--- config.mk ---
export PLATFORM = sky130hd
export DESIGN_NAME = collision_event_manager
export DESIGN_NICKNAME = d
export VERILOG_FILES = /design/src/rtl/collision_pkg.sv /design/src/rtl/collision_event_fifo.sv /design/src/rtl/collision_event_manager.sv
export SDC_FILE = /design/constraint.sdc
export NUM_CORES = 2
export LEC_CHECK = 0
export ABC_AREA = 1
export BUFFER_PORTS_ARGS = -buffer_cell sky130_fd_sc_hd__buf_2
export CAP_MARGIN = 5
export CORE_ASPECT_RATIO = 1.5
export CORE_MARGIN = 3
export CORE_UTILIZATION = 42
export DETAILED_ROUTE_END_ITERATION = 6
export GPL_TIMING_DRIVEN = 0
export PLACE_DENSITY = 0.66
export SLEW_MARGIN = 20
export SYNTH_ARGS = -nofsm -noshare
export SYNTH_HDL_FRONTEND = slang
export SYNTH_SLANG_ARGS = --single-unit
--- constraint.sdc ---
create_clock -name clk -period 88.4 [get_ports clk]
set_clock_uncertainty 0.15 [all_clocks]
set_input_delay 26.52 -clock clk [delete_from_list [all_inputs] [get_ports clk]]
set_output_delay 26.52 -clock clk [all_outputs]
set_load 0.03 [all_outputs]
--- src/rtl/collision_pkg.sv ---
// Shared types and helpers for the sprite collision event manager.
package collision_pkg;

  localparam int DEF_N_OBJ   = 8;
  localparam int DEF_COORD_W = 11;

  // Number of unordered sprite pairs for n channels.
  function automatic int npairs(input int n);
    return n * (n - 1) / 2;
  endfunction

  // Flat index of pair (i,j), i<j, in row-major upper-triangle order.
  function automatic int pair_index(input int i, input int j, input int n);
    return i * n - i * (i + 1) / 2 + (j - i - 1);
  endfunction

  // Width of a pair index; never narrower than one bit.
  function automatic int pair_w(input int n);
    return (npairs(n) <= 1) ? 1 : $clog2(npairs(n));
  endfunction

  localparam int PAIR_W = pair_w(DEF_N_OBJ);

  // Event record for the default configuration; the top builds its own
  // record type sized to its parameters and hands it to the FIFO.
  typedef struct packed {
    logic [PAIR_W-1:0]      pair;
    logic [DEF_COORD_W-1:0] x;
    logic [DEF_COORD_W-1:0] y;
  } collision_evt_t;

  typedef enum logic {
    IDLE = 1'b0,
    SCAN = 1'b1
  } scan_state_t;

endpackage

--- src/rtl/collision_event_fifo.sv ---
// First-word fall-through FIFO of collision events.
// Push side sees 'full', which already accounts for a same-cycle pop,
// so a full FIFO still takes a push while the consumer drains the head.
module collision_event_fifo
  import collision_pkg::*;
#(
  parameter int  DEPTH = 8,
  parameter type evt_t = collision_evt_t
) (
  input  logic clk,
  input  logic reset,
  input  logic push,
  input  evt_t pushData,
  output logic full,
  output logic valid,
  input  logic ready,
  output evt_t head
);

  localparam int PTR_W = (DEPTH > 1) ? $clog2(DEPTH) : 1;

  evt_t             mem [DEPTH];
  logic [PTR_W-1:0] wrPtr;
  logic [PTR_W-1:0] rdPtr;
  logic [PTR_W:0]   count;
  logic             pop;
  logic             doPush;

  assign valid  = (count != '0);
  assign pop    = valid & ready;
  assign full   = (count == (PTR_W + 1)'(DEPTH)) & ~pop;
  assign doPush = push & ~full;
  assign head   = valid ? mem[rdPtr] : '0;

  // Pointers and occupancy; power-of-two depth lets pointers wrap naturally.
  always_ff @(posedge clk or posedge reset) begin
    if (reset) begin
      wrPtr <= '0;
      rdPtr <= '0;
      count <= '0;
    end else begin
      if (doPush) wrPtr <= wrPtr + 1'b1;
      if (pop)    rdPtr <= rdPtr + 1'b1;
      case ({doPush, pop})
        2'b10:   count <= count + 1'b1;
        2'b01:   count <= count - 1'b1;
        default: count <= count;
      endcase
    end
  end

  // Storage array; contents are don't-care while the FIFO is empty.
  always_ff @(posedge clk) begin
    if (doPush) mem[wrPtr] <= pushData;
  end

endmodule

--- src/rtl/collision_event_manager.sv ---
// Per-pixel pairwise sprite overlap detection, per-frame accumulation and
// serialisation of new pair events into a valid/ready event FIFO.
//
// state | meaning
// ------+----------------------------------------------------------
// IDLE  | no scan in progress, waiting for the next frame boundary
// SCAN  | walking pair indices, pushing pending events into the FIFO
module collision_event_manager
  import collision_pkg::*;
#(
  parameter int                         N_OBJ      = 8,
  parameter logic [npairs(N_OBJ)-1:0]   PAIR_MASK  = '1,
  parameter int                         FIFO_DEPTH = 8,
  parameter int                         COORD_W    = 11,
  parameter bit                         EDGE_MODE  = 1'b1
) (
  input  logic                         clk,
  input  logic                         reset,
  input  logic [N_OBJ-1:0]             drawReq,
  input  logic [COORD_W-1:0]           pixelX,
  input  logic [COORD_W-1:0]           pixelY,
  input  logic                         startOfFrame,
  output logic [npairs(N_OBJ)-1:0]     collisionNow,
  output logic [npairs(N_OBJ)-1:0]     frameCollision,
  output logic                         evtValid,
  input  logic                         evtReady,
  output logic [pair_w(N_OBJ)-1:0]     evtPair,
  output logic [COORD_W-1:0]           evtX,
  output logic [COORD_W-1:0]           evtY,
  output logic                         evtOverflow,
  input  logic                         clearOverflow
);

  localparam int NPAIRS = npairs(N_OBJ);
  localparam int PW     = pair_w(N_OBJ);

  typedef struct packed {
    logic [PW-1:0]      pair;
    logic [COORD_W-1:0] x;
    logic [COORD_W-1:0] y;
  } evt_t;

  logic [NPAIRS-1:0]  pairHit;
  logic [COORD_W-1:0] pixDX;
  logic [COORD_W-1:0] pixDY;
  logic [NPAIRS-1:0]  acc;
  logic [NPAIRS-1:0]  snap;
  logic [NPAIRS-1:0]  firstHit;
  logic [COORD_W-1:0] hitX  [NPAIRS];
  logic [COORD_W-1:0] hitY  [NPAIRS];
  logic [COORD_W-1:0] snapX [NPAIRS];
  logic [COORD_W-1:0] snapY [NPAIRS];
  logic [NPAIRS-1:0]  pending;

  scan_state_t        state;
  scan_state_t        stateNext;
  logic [PW-1:0]      scanIdx;
  logic [PW-1:0]      idxNext;
  logic               curPending;
  logic               lastIdx;
  logic               pushReq;
  logic               pushDone;
  logic               ovfSet;

  evt_t               pushData;
  evt_t               headEvt;
  logic               fifoFull;

  // Pair overlap for every enabled i<j combination of channels.
  for (genvar gi = 0; gi < N_OBJ; gi++) begin : g_i
    for (genvar gj = gi + 1; gj < N_OBJ; gj++) begin : g_j
      localparam int P = pair_index(gi, gj, N_OBJ);
      assign pairHit[P] = drawReq[gi] & drawReq[gj] & PAIR_MASK[P];
    end
  end

  // Stage 1: register the overlap vector with its pixel coordinate.
  always_ff @(posedge clk or posedge reset) begin
    if (reset) begin
      collisionNow <= '0;
      pixDX        <= '0;
      pixDY        <= '0;
    end else begin
      collisionNow <= pairHit;
      pixDX        <= pixelX;
      pixDY        <= pixelY;
    end
  end

  // A hit on the boundary cycle still belongs to the closing frame.
  assign snap     = acc | collisionNow;
  assign firstHit = collisionNow & ~acc;

  // Sticky per-frame accumulation, first-hit capture and frame snapshot.
  always_ff @(posedge clk or posedge reset) begin
    if (reset) begin
      acc            <= '0;
      frameCollision <= '0;
      for (int p = 0; p < NPAIRS; p++) begin
        hitX[p]  <= '0;
        hitY[p]  <= '0;
        snapX[p] <= '0;
        snapY[p] <= '0;
      end
    end else begin
      for (int p = 0; p < NPAIRS; p++) begin
        if (firstHit[p]) begin
          hitX[p] <= pixDX;
          hitY[p] <= pixDY;
        end
      end
      if (startOfFrame) begin
        acc            <= '0;
        frameCollision <= snap;
        for (int p = 0; p < NPAIRS; p++) begin
          snapX[p] <= firstHit[p] ? pixDX : hitX[p];
          snapY[p] <= firstHit[p] ? pixDY : hitY[p];
        end
      end else begin
        acc <= snap;
      end
    end
  end

  assign curPending = pending[scanIdx];
  assign lastIdx    = (scanIdx == PW'(NPAIRS - 1));

  // Scanner state register and pair index.
  always_ff @(posedge clk or posedge reset) begin
    if (reset) begin
      state   <= IDLE;
      scanIdx <= '0;
    end else begin
      state   <= stateNext;
      scanIdx <= idxNext;
    end
  end

  // Scanner next state: a frame boundary always restarts at index 0.
  always_comb begin
    stateNext = state;
    idxNext   = scanIdx;
    if (startOfFrame) begin
      stateNext = SCAN;
      idxNext   = '0;
    end else begin
      case (state)
        IDLE: ;
        SCAN: begin
          if (!curPending || !fifoFull) begin
            if (lastIdx) stateNext = IDLE;
            else         idxNext   = scanIdx + 1'b1;
          end
        end
        default: stateNext = IDLE;
      endcase
    end
  end

  // Scanner outputs: push the current pending pair unless a frame restarts.
  always_comb begin
    pushReq  = 1'b0;
    pushDone = 1'b0;
    ovfSet   = 1'b0;
    if (state == SCAN) begin
      pushReq  = curPending & ~startOfFrame;
      pushDone = pushReq & ~fifoFull;
      ovfSet   = startOfFrame & (|pending);
    end
  end

  // Pending bits are cleared as they are pushed, so leftovers mean lost events.
  always_ff @(posedge clk or posedge reset) begin
    if (reset) begin
      pending <= '0;
    end else if (startOfFrame) begin
      pending <= EDGE_MODE ? (snap & ~frameCollision) : snap;
    end else if (pushDone) begin
      pending[scanIdx] <= 1'b0;
    end
  end

  // Sticky overflow flag; a new loss beats a simultaneous clear.
  always_ff @(posedge clk or posedge reset) begin
    if (reset)              evtOverflow <= 1'b0;
    else if (ovfSet)        evtOverflow <= 1'b1;
    else if (clearOverflow) evtOverflow <= 1'b0;
  end

  assign pushData.pair = scanIdx;
  assign pushData.x    = snapX[scanIdx];
  assign pushData.y    = snapY[scanIdx];

  collision_event_fifo #(
    .DEPTH (FIFO_DEPTH),
    .evt_t (evt_t)
  ) u_fifo (
    .clk      (clk),
    .reset    (reset),
    .push     (pushReq),
    .pushData (pushData),
    .full     (fifoFull),
    .valid    (evtValid),
    .ready    (evtReady),
    .head     (headEvt)
  );

  assign evtPair = headEvt.pair;
  assign evtX    = headEvt.x;
  assign evtY    = headEvt.y;

endmodule

==> impl_metrics.yaml <==
routing:
  drt_iter0_drc: 6589
  drt_wl_total_mm: 273
  drc_errors: 0
  wl_per_cell_um: 28.7
  ant_nets: 0
  routed_via_density: 5.77
  vias: 54800
  dr.pass1.iters: 6
sta:
  finalSetupViolCount: 0
  setup_tns_ns: 0
  min_period_ns: 30.07
  worst_slew_pin_slew_ns: 1.35
  timing.final.max_slew_violations: 0
  fin_crit_sh_pct: 34.0
  worst_slack_ns: 58.33
  hold_viol_final: 0
  rsz0062_at_grt: "false"
  fmax_mhz: 33.3
  relSlewSlack_pct: 10.0
layout:
  multi_input_area_sq_um: 20100
  seq_area_sq_um: 41100
  fillCellCount: 14600
  layout-drive-gt1-share_pct: 7.76
  final_nets: 7375
  design_area_sq_um: 73700
  syn_to_final_growth_pct: 13.9
worst_setup_path:
  crit_top_cell: "clkbuf_1"
  setup.worst_path.start: "u_fifo.rdPtr[1]$_DFFE_PP0P_"
  crit_path_top_delay_cell: "clkinv_1"
  cp.required_ns: 61.73
  r2r_start: "scanIdx[0]$_DFFE_PP0P_"
  path_buf_inv: 4
  crit_family: "buffers and inverters"
  critPathKind: "flop to primary output"
  critical_path.max_stage_delay_ns: 0.51
  arrival_ns: 3.40
  cp_cell_sequence: "clkbuf_1 -> clkinv_1 -> clkbuf_1 -> nor2_1 -> o21ai_0 -> a31oi_1 -> buf_2"
  cp.depth: 7
  crit_path_start_kind: "flop"
  path_max_fanout: 10
  crit_path_end_kind: "primary output"
  r2r_cells: 9
synth:
  synth.distinct_cells: 40
  synth_edf_count: 216
  syn_area_sq_um: 64700
  netlist.top_cell.by_area: "dfrtp_1"
  async_reset_ff_share_pct: 86.5
  syn_nets: 7075
  synth.yosys.warnings: 0
  synth_area_leaders: "dfrtp_1, nand2_1, o21ai_0, edfxtp_1, a21oi_1"
  synth_top_area_share_pct: 53.5
  synth.avg_cell_area_sq_um: 9.20
  synth.top_cells.by_count: "nand2_1, o21ai_0, dfrtp_1"
  ys.flop_type: "dfrtp_1"
  synth_seq_area_share_pct: 63.5
  synthMostInstantiatedCell: "nand2_1"
  syn_inst: 7031
  ys_seq_elements: 1599
power:
  p_per_area_nw_per_um2: 27.7
  p_leak_nw: 34.0
  peakVddDrop_mv: 0.0219
  p_total_w: 0.00205
worst_hold_path:
  hp-class: "flop to flop"
  min_path_cells: 2
  worstHoldStart: "snapY[190]$_DFFE_PP0P_"
place:
  dpl_cell_area_sq_um: 68600
  io_buffers: 119
  place_congestion: 1.10
  place_ws_ns: 58.25
  hpwl_mm: 199
floorplanning:
  dieArea_sq_um: 159000
  dieHeight_um: 487
  fp.dieW_um: 326
  io_pins: 120
  num_rows: 175
  core_area_sq_um: 152000
  initial_core_util_pct: 42.5
cts:
  clk_pin_slew_ns: 0.06
  numClockSinks: 1599
  cts.htree.levels: 4
  numCtsBuffers: 153
  cts_tree: "built"
  cts_buffer_depth: 3
  clk_latency_ns: 0.82
  cts_hold_buf: 0
  post_cts_buffers: 0
  post_cts_resize_count: 0
  cts-root-buf: "clkbuf_16"
global_routing:
  grt_start_max_net_pins: 105
  grt_pass1_wl_mm: 385
  antenna_found_initial: 21
  grt.total_usage_pct: 34.1
  grt_pass1_vias: 53500
  globalRouteOverflowTotal: 0
run:
  cap_violations: 0
run_status:
  status: "finished, final reports clean"
## final timing paths
path	slack [ns]	end
max in group asynchronous	59.17	snapX[88]$_DFFE_PP0P_
worst min-delay path	0.32	snapY[190]$_DFFE_PP0P_
min in group asynchronous	25.62	pixDX[9]$_DFF_PP0_
worst max register to register	82.28	u_fifo.mem[1][14]$_DFFE_PP_
worst max-delay path	58.33	evtY[4]
worst min register to register	0.32	snapY[190]$_DFFE_PP0P_
## power by group
part           leakage, nW  total, W  switching, W  internal [W]
combinational         12.2  0.000455      0.000343      0.000111
clock                 2.51  0.000684      0.000299      0.000385
sequential            19.3  0.000907     0.0000483      0.000859
total                 34.0   0.00205      0.000691       0.00135
## kinds of logic (layout without fill, tap and decap cells)
kind of cell	Yosys count	after routing	synth area share (%)
simple gates	2576	2576	15.3
compound gates	1927	1927	15.3
flops	1599	1599	63.5
buf+inv	915	1333	5.59
fa+ha+maj	9	9	0.186
xor+xnor	5	5	0.0677
other cells	0	16	0
## worst min-delay path: stages, from the launching register on
cell,delay [ns]
dfrtp_1,0.34
nand2_1,0.05
nand2_1,0.05
## through the flow
stage          hold slack, ns  instances  utilization, %
2_1_floorplan           0.294       7031               -
3_3_place_gp            0.307       9185            44.5
3_5_place_dp            0.310       9210            45.0
4_1_cts                 0.326       9483            48.3
5_1_grt                 0.342       9485            48.3
6_report                0.324       9500            48.4
## sequential cells by signal (all words and copies together), names as in the netlist
register and cells:
snapX 308, u_fifo.wrPtr 3, acc 28, u_fifo.mem 216
state 1, scanIdx 5, pixDY 11, pixDX 11
hitX 308, u_fifo.count 4, frameCollision 28, snapY 308
pending 28, evtOverflow 1, hitY 308, collisionNow 28
u_fifo.rdPtr 3
## area by class of cell
cell class,count,share of cell area (%)
clock inverter,53,0.871
sequential,1599,55.7
inverter,440,2.25
timing repair buffer,145,1.64
buffer,475,2.71
multi-input combinational,4517,27.2
antenna,16,0.0543
tap,2035,3.45
clock buffer,220,6.06
## layout by cell type, fill, tap and decap left out, types with 11 or more instances in the layout
cell type / instances
nand2_1: 2202
o21ai_0: 1432
dfrtp_1: 1383
inv_1: 416
clkbuf_1: 369
a21oi_1: 353
nor2_1: 249
edfxtp_1: 216
buf_2: 193
clkbuf_16: 157
o22ai_1: 56
nand3_1: 38
buf_1: 31
a31oi_1: 30
clkbuf_8: 30
nand4_1: 28
clkinv_2: 28
nand2_2: 24
o21ai_2: 22
clkbuf_2: 20
inv_2: 19
buf_16: 17
diode_2: 16
o21ai_1: 14
nor2_4: 12
bufinv_16: 11
## per-layer routing
layer | global-route usage (%) | routed length (um)
met2 | 52.8 | 122000
met3 | 7.77 | 24600
met4 | 32.0 | 31900
met5 | 0 | 47
met1 | 39.1 | 94500
Power figures use the tool's default switching activity.
